--- config.mk ---
export PLATFORM = sky130hd
export DESIGN_NAME = vga_sync_gen
export DESIGN_NICKNAME = d
export VERILOG_FILES = /design/src/rtl/vga_sync_gen.sv
export SDC_FILE = /design/constraint.sdc
export NUM_CORES = 1
export LEC_CHECK = 0
export CAP_MARGIN = 30
export CORE_MARGIN = 2
export CORE_UTILIZATION = 25
export DETAILED_ROUTE_END_ITERATION = 12
export SYNTH_ARGS = -nofsm -noshare
export SYNTH_HDL_FRONTEND = slang
export SYNTH_SLANG_ARGS = --single-unit
--- constraint.sdc ---
create_clock -name clk -period 3.63 [get_ports clk]
set_input_delay 0.5445 -clock clk [delete_from_list [all_inputs] [get_ports clk]]
set_output_delay 0.5445 -clock clk [all_outputs]
set_load 0.01 [all_outputs]
--- src/rtl/vga_sync_gen.sv ---
// 640x480@60 Hz VGA timing generator: pixel-rate divider, x/y raster counters
// and registered sync/blanking outputs aligned with the counters.
module vga_sync_gen #(
    parameter int unsigned CLK_DIV  = 4,
    parameter int unsigned H_ACTIVE = 640,
    parameter int unsigned H_FP     = 16,
    parameter int unsigned H_SYNC   = 96,
    parameter int unsigned H_BP     = 48,
    parameter int unsigned V_ACTIVE = 480,
    parameter int unsigned V_FP     = 10,
    parameter int unsigned V_SYNC   = 2,
    parameter int unsigned V_BP     = 33
) (
    input  logic       clk,
    input  logic       reset,
    output logic       pix_tick,
    output logic [9:0] x,
    output logic [9:0] y,
    output logic       video_on,
    output logic       Hsync,
    output logic       Vsync,
    output logic       frame_start
);

    localparam int unsigned H_TOTAL = H_ACTIVE + H_FP + H_SYNC + H_BP;
    localparam int unsigned V_TOTAL = V_ACTIVE + V_FP + V_SYNC + V_BP;
    localparam int unsigned DIV_W   = (CLK_DIV > 1) ? $clog2(CLK_DIV) : 1;

    localparam logic [DIV_W-1:0] DIV_LAST = DIV_W'(CLK_DIV - 1);
    localparam logic [9:0] X_LAST   = 10'(H_TOTAL - 1);
    localparam logic [9:0] Y_LAST   = 10'(V_TOTAL - 1);
    localparam logic [9:0] H_VIS    = 10'(H_ACTIVE);
    localparam logic [9:0] V_VIS    = 10'(V_ACTIVE);
    localparam logic [9:0] HS_START = 10'(H_ACTIVE + H_FP);
    localparam logic [9:0] HS_END   = 10'(H_ACTIVE + H_FP + H_SYNC);
    localparam logic [9:0] VS_START = 10'(V_ACTIVE + V_FP);
    localparam logic [9:0] VS_END   = 10'(V_ACTIVE + V_FP + V_SYNC);

    logic [DIV_W-1:0] div_q, div_d;
    logic [9:0]       x_q, x_d;
    logic [9:0]       y_q, y_d;
    logic             hsync_q, vsync_q, video_on_q;
    logic             tick;

    // Gated by reset so a CLK_DIV=1 instance does not tick while held in reset.
    assign tick = (div_q == DIV_LAST) && !reset;

    always_comb begin
        div_d = tick ? '0 : div_q + DIV_W'(1);
        x_d   = x_q;
        y_d   = y_q;
        if (tick) begin
            if (x_q == X_LAST) begin
                x_d = '0;
                y_d = (y_q == Y_LAST) ? '0 : y_q + 10'd1;
            end else begin
                x_d = x_q + 10'd1;
            end
        end
    end

    // Sync and blanking decode the next counter values so they land on the
    // same edge as x/y.
    always_ff @(posedge clk or posedge reset) begin
        if (reset) begin
            div_q      <= '0;
            x_q        <= '0;
            y_q        <= '0;
            hsync_q    <= 1'b1;
            vsync_q    <= 1'b1;
            video_on_q <= 1'b1;
        end else begin
            div_q      <= div_d;
            x_q        <= x_d;
            y_q        <= y_d;
            hsync_q    <= !((x_d >= HS_START) && (x_d < HS_END));
            vsync_q    <= !((y_d >= VS_START) && (y_d < VS_END));
            video_on_q <= (x_d < H_VIS) && (y_d < V_VIS);
        end
    end

    assign pix_tick    = tick;
    assign x           = x_q;
    assign y           = y_q;
    assign Hsync       = hsync_q;
    assign Vsync       = vsync_q;
    assign video_on    = video_on_q;
    assign frame_start = tick && (x_q == X_LAST) && (y_q == Y_LAST);

endmodule

Word-level counts from Yosys, hierarchy flattened
Index checks and enable logic that the tools add are counted.

Add/sub/neg operators: 3. Magnitude comparators: 6. Eq/ne operators: 3. Multiplexer cells: 6. Reductions and logical operators: 9.

Operators by type and width (number): $mux W10 (5); $add A10 B1 Y10 const B (2); $eq A10 B10 Y1 const B (2); $lt A10 B10 Y1 const B (2); $lt A10 B9 Y1 const B (2); $ge A10 B10 Y1 const B (1); $ge A10 B9 Y1 const B (1); $logic_and A1 B1 Y1 (6); $logic_not A1 Y1 (3); $add A2 B1 Y2 const B (1); $eq A2 B2 Y1 const B (1); $mux W2 (1).

Register bits: 25. Input bits: 2. Output and inout bits: 25. Logic and storage cells: 33.

Depth between registers and ports, before layout
Gate-level depths: netlist of run 1.

Word-level depth: 7. Depth in mapped cells: 9. Gate-level depth less buffers: 7.

Least setup slack after synthesis of run 1
OpenSTA, ideal clock, no wires.

Kind: flip-flop to output port. Start: register y_q[0], in the netlist y[0]. End: output port frame_start. Arrival time: 1.562 ns. Data required time: 3.086 ns. Slack: 1.524 ns. Cell stages (with the launch flop): 7. Path buffers: 1. Path through: dfrtp_1 > inv_1 > ha_1 > nand4_1 > or4b_1 > clkbuf_1 > nor2_1.

Longest elaborated chain between the ends: 2.

RTL lines: start, declared (RTL line 41) `logic [9:0] y_q, y_d;`; start signal, assigned (RTL line 75) `y_q <= y_d;`; $eq A10 B10 Y1 (RTL line 88) `assign frame_start = tick && (x_q == X_LAST) && (y_q == Y_LAST);`; $logic_and A1 B1 Y1 (RTL line 88); end, declared (RTL line 22) `output logic frame_start`.

No other way between the ends.

Worst setup path after layout of run 1
Ends and elaborated chain as after synthesis.

==> results of run 1 <==
## cell type report
class | count | area [um2] | share of cell area (%)
Clock buffer | 3 | 41.3 | 2.08
Clock inverter | 1 | 5.00 | 0.252
Inverter | 7 | 31.3 | 1.57
Multi-Input combinational cell | 137 | 898 | 45.2
Sequential cell | 25 | 629 | 31.6
Tap cell | 77 | 96.3 | 4.84
Timing Repair Buffer | 27 | 288 | 14.5
## through the flow
stage | utilization, % | instance area, um2 | total power (W) | worst slack, ns
global route | 31.7 | 1990 | 0.000614 | 0.508
detailed placement | 31.0 | 1940 | 0.000418 | 0.869
global placement | 30.5 | 1920 | 0.000413 | 0.880
floorplan | - | 1610 | 0.000366 | 1.52
CTS | 31.7 | 1990 | 0.000594 | 0.661
finish | 31.7 | 1990 | 0.000585 | 0.686
## per-layer routing
metal	wire, um	global-route usage (%)	share of wire [%]
met1	1730	15.1	45
met2	1900	20.1	49
met3	193	2.65	5.0
met4	32	2.79	0.83
met5	0	0	0
## placed cells by master, fill, tap and decap left out, types with 2 or more instances in the layout
master,count
dfstp_2,3
nor3b_1,2
inv_1,6
dfrtp_1,22
o22ai_1,3
a21o_1,3
a211o_1,2
nand4_1,4
nor2_1,13
and3_1,4
nand2_1,19
nor3_1,3
nor4_1,2
o21ai_0,13
clkdlybuf4s50_1,26
xnor2_1,7
nand2b_1,2
xor2_1,2
nand3_1,17
and4_1,2
and2_1,2
ha_1,4
clkbuf_8,3
a21oi_1,6
## worst max path at each step
stage,start,end,slack (ns),depth (start not counted)
after floorplan,y[0]$_DFF_PP0_,frame_start,1.52,6
after global placement,reset,frame_start,0.88,6
after detailed placement,reset,frame_start,0.87,6
after CTS,y[0]$_DFF_PP0_,frame_start,0.66,6
after global routing,y[0]$_DFF_PP0_,frame_start,0.51,6
final,y[0]$_DFF_PP0_,frame_start,0.69,6
## where the power goes
| part | switching (W) | internal [W] | leakage [nW] | total, W |
|---|---|---|---|---|
| Combinational | 0.0000390 | 0.0000481 | 0.452 | 0.0000871 |
| Clock | 0.0000962 | 0.0000770 | 0.0255 | 0.000173 |
| Sequential | 0.0000291 | 0.000296 | 0.312 | 0.000325 |
| Total | 0.000164 | 0.000421 | 0.790 | 0.000585 |
## sequential cells by signal (all words and copies together), names as in the netlist
| name | cells |
|---|---|
| div_q | 2 |
| x | 10 |
| Vsync | 1 |
| Hsync | 1 |
| video_on | 1 |
| y | 10 |
## worst reg2reg max path: stages (launching register included)
cell	delay, ns
dfrtp_1	0.44
ha_1	0.21
and3_1	0.28
and4_1	0.60
o21ai_2	0.12
a211o_1	0.33
a221oi_2	0.18
## cell families (layout without fill, tap and decap cells)
group / count (synthesis) / in the layout / synth area share, %
simple gates: 83 / 83 / 30.0
buf+inv: 15 / 38 / 5.05
compound gates: 40 / 40 / 17.2
fa+ha+maj: 4 / 4 / 3.11
mux: 1 / 1 / 0.622
xor+xnor: 9 / 9 / 4.90
flops: 25 / 25 / 39.1
==> flow_summary.json, run 1 <==
{
  "grt_pass1_vias": 1440,
  "relSlewSlack_pct": 61.7,
  "path_cells": "inv_1, ha_1, nand4_1, or4b_1, nor2_1, clkdlybuf4s50_1",
  "clock_path_buffers": 2,
  "yosys.area.top_type": "dfrtp_1",
  "num_antenna_cells": 0,
  "cts_max_level": 1,
  "drtAntennaViolNets": 0,
  "drv_cap": 0,
  "drt_wl_total_um": 3850,
  "finalSetupTns_ns": 0,
  "grt_max_degree": 19,
  "slew_viol_final": 0,
  "synth_fp_nets": 183,
  "cts.sinks": 25,
  "hpwl_um": 2860,
  "area_delta_synth_final_pct": 23.6,
  "hp-class": "reg -> reg",
  "synth_cell_types": 54,
  "dp.cells": 273,
  "ys_seq_area_share_pct": 39.1,
  "postCtsHoldBufs": 0,
  "vias": 1450,
  "gp_congestion": 0.847,
  "rows": 29,
  "nFillCells": 646,
  "final.setup_skew_ns": 0.00859,
  "ys_top_cells_by_area": "dfrtp_1 34%, nand3_1 5.3%, dfstp_2 4.9%, nand2_1 4.4%, o21ai_0 4.0%",
  "holdPathStages": 1,
  "avgRoutedWirePerCell_um": 13.9,
  "start_util_pct": 25.6,
  "layout-drive-gt1-share_pct": 9.50,
  "cp_slowest_cell": "or4b_1",
  "port_buffers": 26,
  "synth_top_area_share_pct": 34.2,
  "syn_area_per_cell_um2": 9.09,
  "yosysWarnings": 0,
  "vias_per_cell": 5.23,
  "min_period_ns": 2.94,
  "worstSetupPathType": "reg -> out",
  "status": "completed",
  "synth_async_sr_flop_share_pct": 100,
  "setup_viol": 0,
  "grt_util_all_layers_pct": 11.8,
  "die_y_um": 84.2,
  "p_leak_nw": 0.790,
  "crit_family": "simple AND/OR/NAND/NOR gates",
  "grt_setup_unrepaired": "no",
  "reg2reg_depth": 6,
  "cellPowerDensity_nw_per_um2": 294,
  "synth_most_common_cell": "dfrtp_1",
  "r2r_slack_ns": 1.40,
  "r2r_start": "x[0]$_DFF_PP0_",
  "cp.buffers_inverters": 2,
  "cts_resized": 0,
  "critPathMaxFanout": 8,
  "core_area_um2": 6280,
  "fin_nets": 207,
  "drtIter0Drc": 113,
  "cts_buffers": 3,
  "chipWidth_um": 84.2,
  "cts_tree": "built",
  "clock_latency_ns": 0.28,
  "synth.ff_latch_count": 25,
  "grt_pass1_wl_um": 6960,
  "synthFlopType": "dfrtp_1",
  "hold_end": "div_q[0]$_DFF_PP0_",
  "max_freq_mhz": 340,
  "synth_common_cells": "22 x dfrtp_1, 19 x nand2_1, 17 x nand3_1",
  "r2r_end": "video_on$_DFF_PP1_",
  "dieArea_um2": 7090,
  "num_io_pins": 27,
  "crit_path_end_kind": "primary output",
  "syn_inst": 177,
  "final_cells": 277,
  "clk_pin_slew_ns": 0.10,
  "cts_setup_buffers": 0,
  "critPathArrivalTime_ns": 2.40,
  "syn-cell-area_um2": 1610,
  "antenna_found_initial": 0,
  "cts_root_buf": "clkbuf_8",
  "hold_viol": 0,
  "startpoint_type": "register",
  "cp.required_ns": 3.09,
  "worstHoldStart": "div_q[0]$_DFF_PP0_",
  "grt_overflow": 0,
  "max_stage_delay_ns": 0.61,
  "ir_drop_mv": 0.113,
  "tightest_slew_ns": 0.575,
  "worst_hold_slack_ns": 0.440,
  "synth-edff-count": 0,
  "first_pass_iters": 4,
  "final.period_utilization_pct": 81.1,
  "drc": 0
}
No activity file was read; power rests on OpenSTA's default activity.
==> run 2: changes to the inputs <==
==> constraint.sdc (replaced) <==
create_clock -name clk -period 2.6 [get_ports clk]
set_input_delay 0.39 -clock clk [delete_from_list [all_inputs] [get_ports clk]]
set_output_delay 0.39 -clock clk [all_outputs]
set_load 0.01 [all_outputs]
==> run 2 against run 1 <==
Net effect:
- first-iteration DRC count fell by 30%
- utilization is 0.60 points higher
- power grew 39%
- cell count up 2.5%
- die area unchanged
- clock skew is 0.0016 ns higher
- count of clock-buffer cells in the layout unchanged
- via count fell by 1.7%
- sequential cell count unchanged
- critical path type unchanged
- largest power group unchanged
- highest routed layer unchanged
==> flow_summary.json, run 2 (synthesis results as in run 1) <==
{
  "rows": 29,
  "area_delta_synth_final_pct": 26.0,
  "num_antenna_cells": 0,
  "dieArea_um2": 7090,
  "seqPwrFrac_pct": 55.6,
  "ir_drop_mv": 0.129,
  "cts_tree": "built",
  "fin_nets": 214,
  "clock_path_buffers": 2,
  "grt_pass1_vias": 1402,
  "port_buffers": 26,
  "critPathArrivalTime_ns": 1.84,
  "postCtsHoldBufs": 0,
  "seq_area_um2": 629,
  "clk_pin_slew_ns": 0.10,
  "drv_cap": 0,
  "cts_root_buf": "clkbuf_8",
  "worstSetupPathType": "reg -> out",
  "gp_congestion": 0.872,
  "drc": 0,
  "critPathMaxFanout": 2,
  "start_util_pct": 25.6,
  "grt_util_all_layers_pct": 12.0,
  "drtAntennaViolNets": 0,
  "dr_wl_met3_um": 209,
  "wl_met2_um": 1960,
  "p_comb_share_pct": 14.5,
  "vias": 1426,
  "drtIter0Drc": 79,
  "wl_met1_um": 1830,
  "chipWidth_um": 84.2,
  "crit_path_end_kind": "primary output",
  "switching_share_pct": 28.0,
  "antenna_found_initial": 0,
  "grt_setup_unrepaired": "no",
  "cp_slowest_cell": "or4b_1",
  "first_pass_iters": 4,
  "hold_viol": 0,
  "cp.buffers_inverters": 2,
  "p_sw_w": 0.000228,
  "p_clk_share_pct": 29.9,
  "core_area_um2": 6280,
  "path_cells": "inv_1, ha_1, nand4_1, or4b_1, nor2_1, dlymetal6s2s_1",
  "startpoint_type": "register",
  "min_period_ns": 2.23,
  "worst_hold_slack_ns": 0.439,
  "final.period_utilization_pct": 85.6,
  "avgRoutedWirePerCell_um": 14.2,
  "max_stage_delay_ns": 0.57,
  "drt_wl_total_um": 4030,
  "finalSetupTns_ns": 0,
  "cellPowerDensity_nw_per_um2": 402,
  "hp-class": "reg -> reg",
  "vias_per_cell": 5.02,
  "multi_input_area_um2": 898,
  "slew_viol_final": 0,
  "setup_viol": 0,
  "p_int_w": 0.000586,
  "crit_family": "simple AND/OR/NAND/NOR gates",
  "grt_pass1_wl_um": 7020,
  "cp.required_ns": 2.21,
  "tightest_slew_ns": 0.483,
  "dr.max_layer_used": "met4",
  "die_y_um": 84.2,
  "final.setup_skew_ns": 0.0102,
  "final_common_cell": "clkdlybuf4s50_1",
  "clock_latency_ns": 0.28,
  "num_io_pins": 27,
  "cts.sinks": 25,
  "cts_max_level": 1,
  "relSlewSlack_pct": 67.8,
  "final_cell_mix": "25 x clkdlybuf4s50_1, 22 x dfrtp_1, 19 x nand2_1, 17 x nand3_1",
  "layout-drive-gt1-share_pct": 12.6,
  "max_freq_mhz": 449,
  "grt_overflow": 0,
  "cts_buffers": 3,
  "status": "completed",
  "hpwl_um": 2930,
  "grt_max_degree": 26,
  "nFillCells": 668,
  "p_leak_nw": 0.831
}
-- run 2: cell count changes in the layout (fill, tap and decap cells not counted) --
cell	before	now
clkinv_2	1	0
buf_16	1	0
buf_4	0	8
dlymetal6s2s_1	0	1
clkdlybuf4s50_1	26	25
clkinvlp_4	0	1
-- run 2: final timing paths --
check / to / from / slack, ns / cells past startpoint
max: frame_start / y[0]$_DFF_PP0_ / 0.37 / 6
min: div_q[0]$_DFF_PP0_ / div_q[0]$_DFF_PP0_ / 0.44 / 1
max reg2reg: Vsync$_DFF_PP1_ / x[0]$_DFF_PP0_ / 0.43 / 6
min reg2reg: div_q[0]$_DFF_PP0_ / div_q[0]$_DFF_PP0_ / 0.44 / 1
max in group asynchronous: Hsync$_DFF_PP1_ / reset / 1.78 / 3
min in group asynchronous: x[2]$_DFF_PP0_ / reset / 0.52 / 3
-- run 2: final cells by class --
type / instances / share of cell area, %
Multi-Input combinational cell: 137 / 44.3
Sequential cell: 25 / 31.0
Inverter: 7 / 1.54
Clock inverter: 1 / 0.370
Timing Repair Buffer: 34 / 15.9
Clock buffer: 3 / 2.04
Tap cell: 77 / 4.75
-- run 2: per-stage QoR --
stage	util, %	total power, W	cell area, um2	worst slack (ns)	std cells
CTS	32.1	0.000834	2020	0.0301	283
finish	32.3	0.000814	2030	0.374	284
global route	32.3	0.000866	2030	0.237	284
floorplan	-	0.000510	1610	0.648	177
global placement	31.4	0.000580	1970	0.221	279
detailed placement	31.4	0.000579	1970	0.121	279
-- run 2: metal layers --
layer | global-route usage, % | vias to the layer above
li1 | - | 709
met1 | 15.4 | 679
met2 | 20.5 | 36
met3 | 2.95 | 2
met4 | 2.64 | 0
met5 | 0 | -
-- run 2: repair_timing --
action	in CTS	in global routing
buffers inserted	0	1
endpoints found under the setup margin	0	1
resized for setup	0	1
-- run 2: power by group through the flow --
stage                     Clock, W  Combinational (W)  Sequential (W)
after CTS                 0.000261           0.000120        0.000453
after detailed placement         0           0.000120        0.000459
after global placement           0           0.000118        0.000461
after global routing      0.000279           0.000129        0.000458
after floorplan                  0          0.0000495        0.000461
final                     0.000243           0.000118        0.000452
-- run 2: worst reg2reg max path: stages, from the launching register on --
cell     delay, ns
dfrtp_1       0.44
ha_1          0.21
and3_1        0.27
and4_1        0.54
nand2_1       0.19
o32ai_2       0.31
nand4_1       0.13
==> run 3: changes to the inputs <==
--- a/config.mk
+++ b/config.mk
@@ -8,6 +8,7 @@
 export CAP_MARGIN = 30
 export CORE_MARGIN = 2
 export CORE_UTILIZATION = 25
+export CTS_CLUSTER_SIZE = 12
 export DETAILED_ROUTE_END_ITERATION = 12
 export SYNTH_ARGS = -nofsm -noshare
 export SYNTH_HDL_FRONTEND = slang
==> results of run 3 <==
Final layout, timing and power as in run 2 (identical DEF).
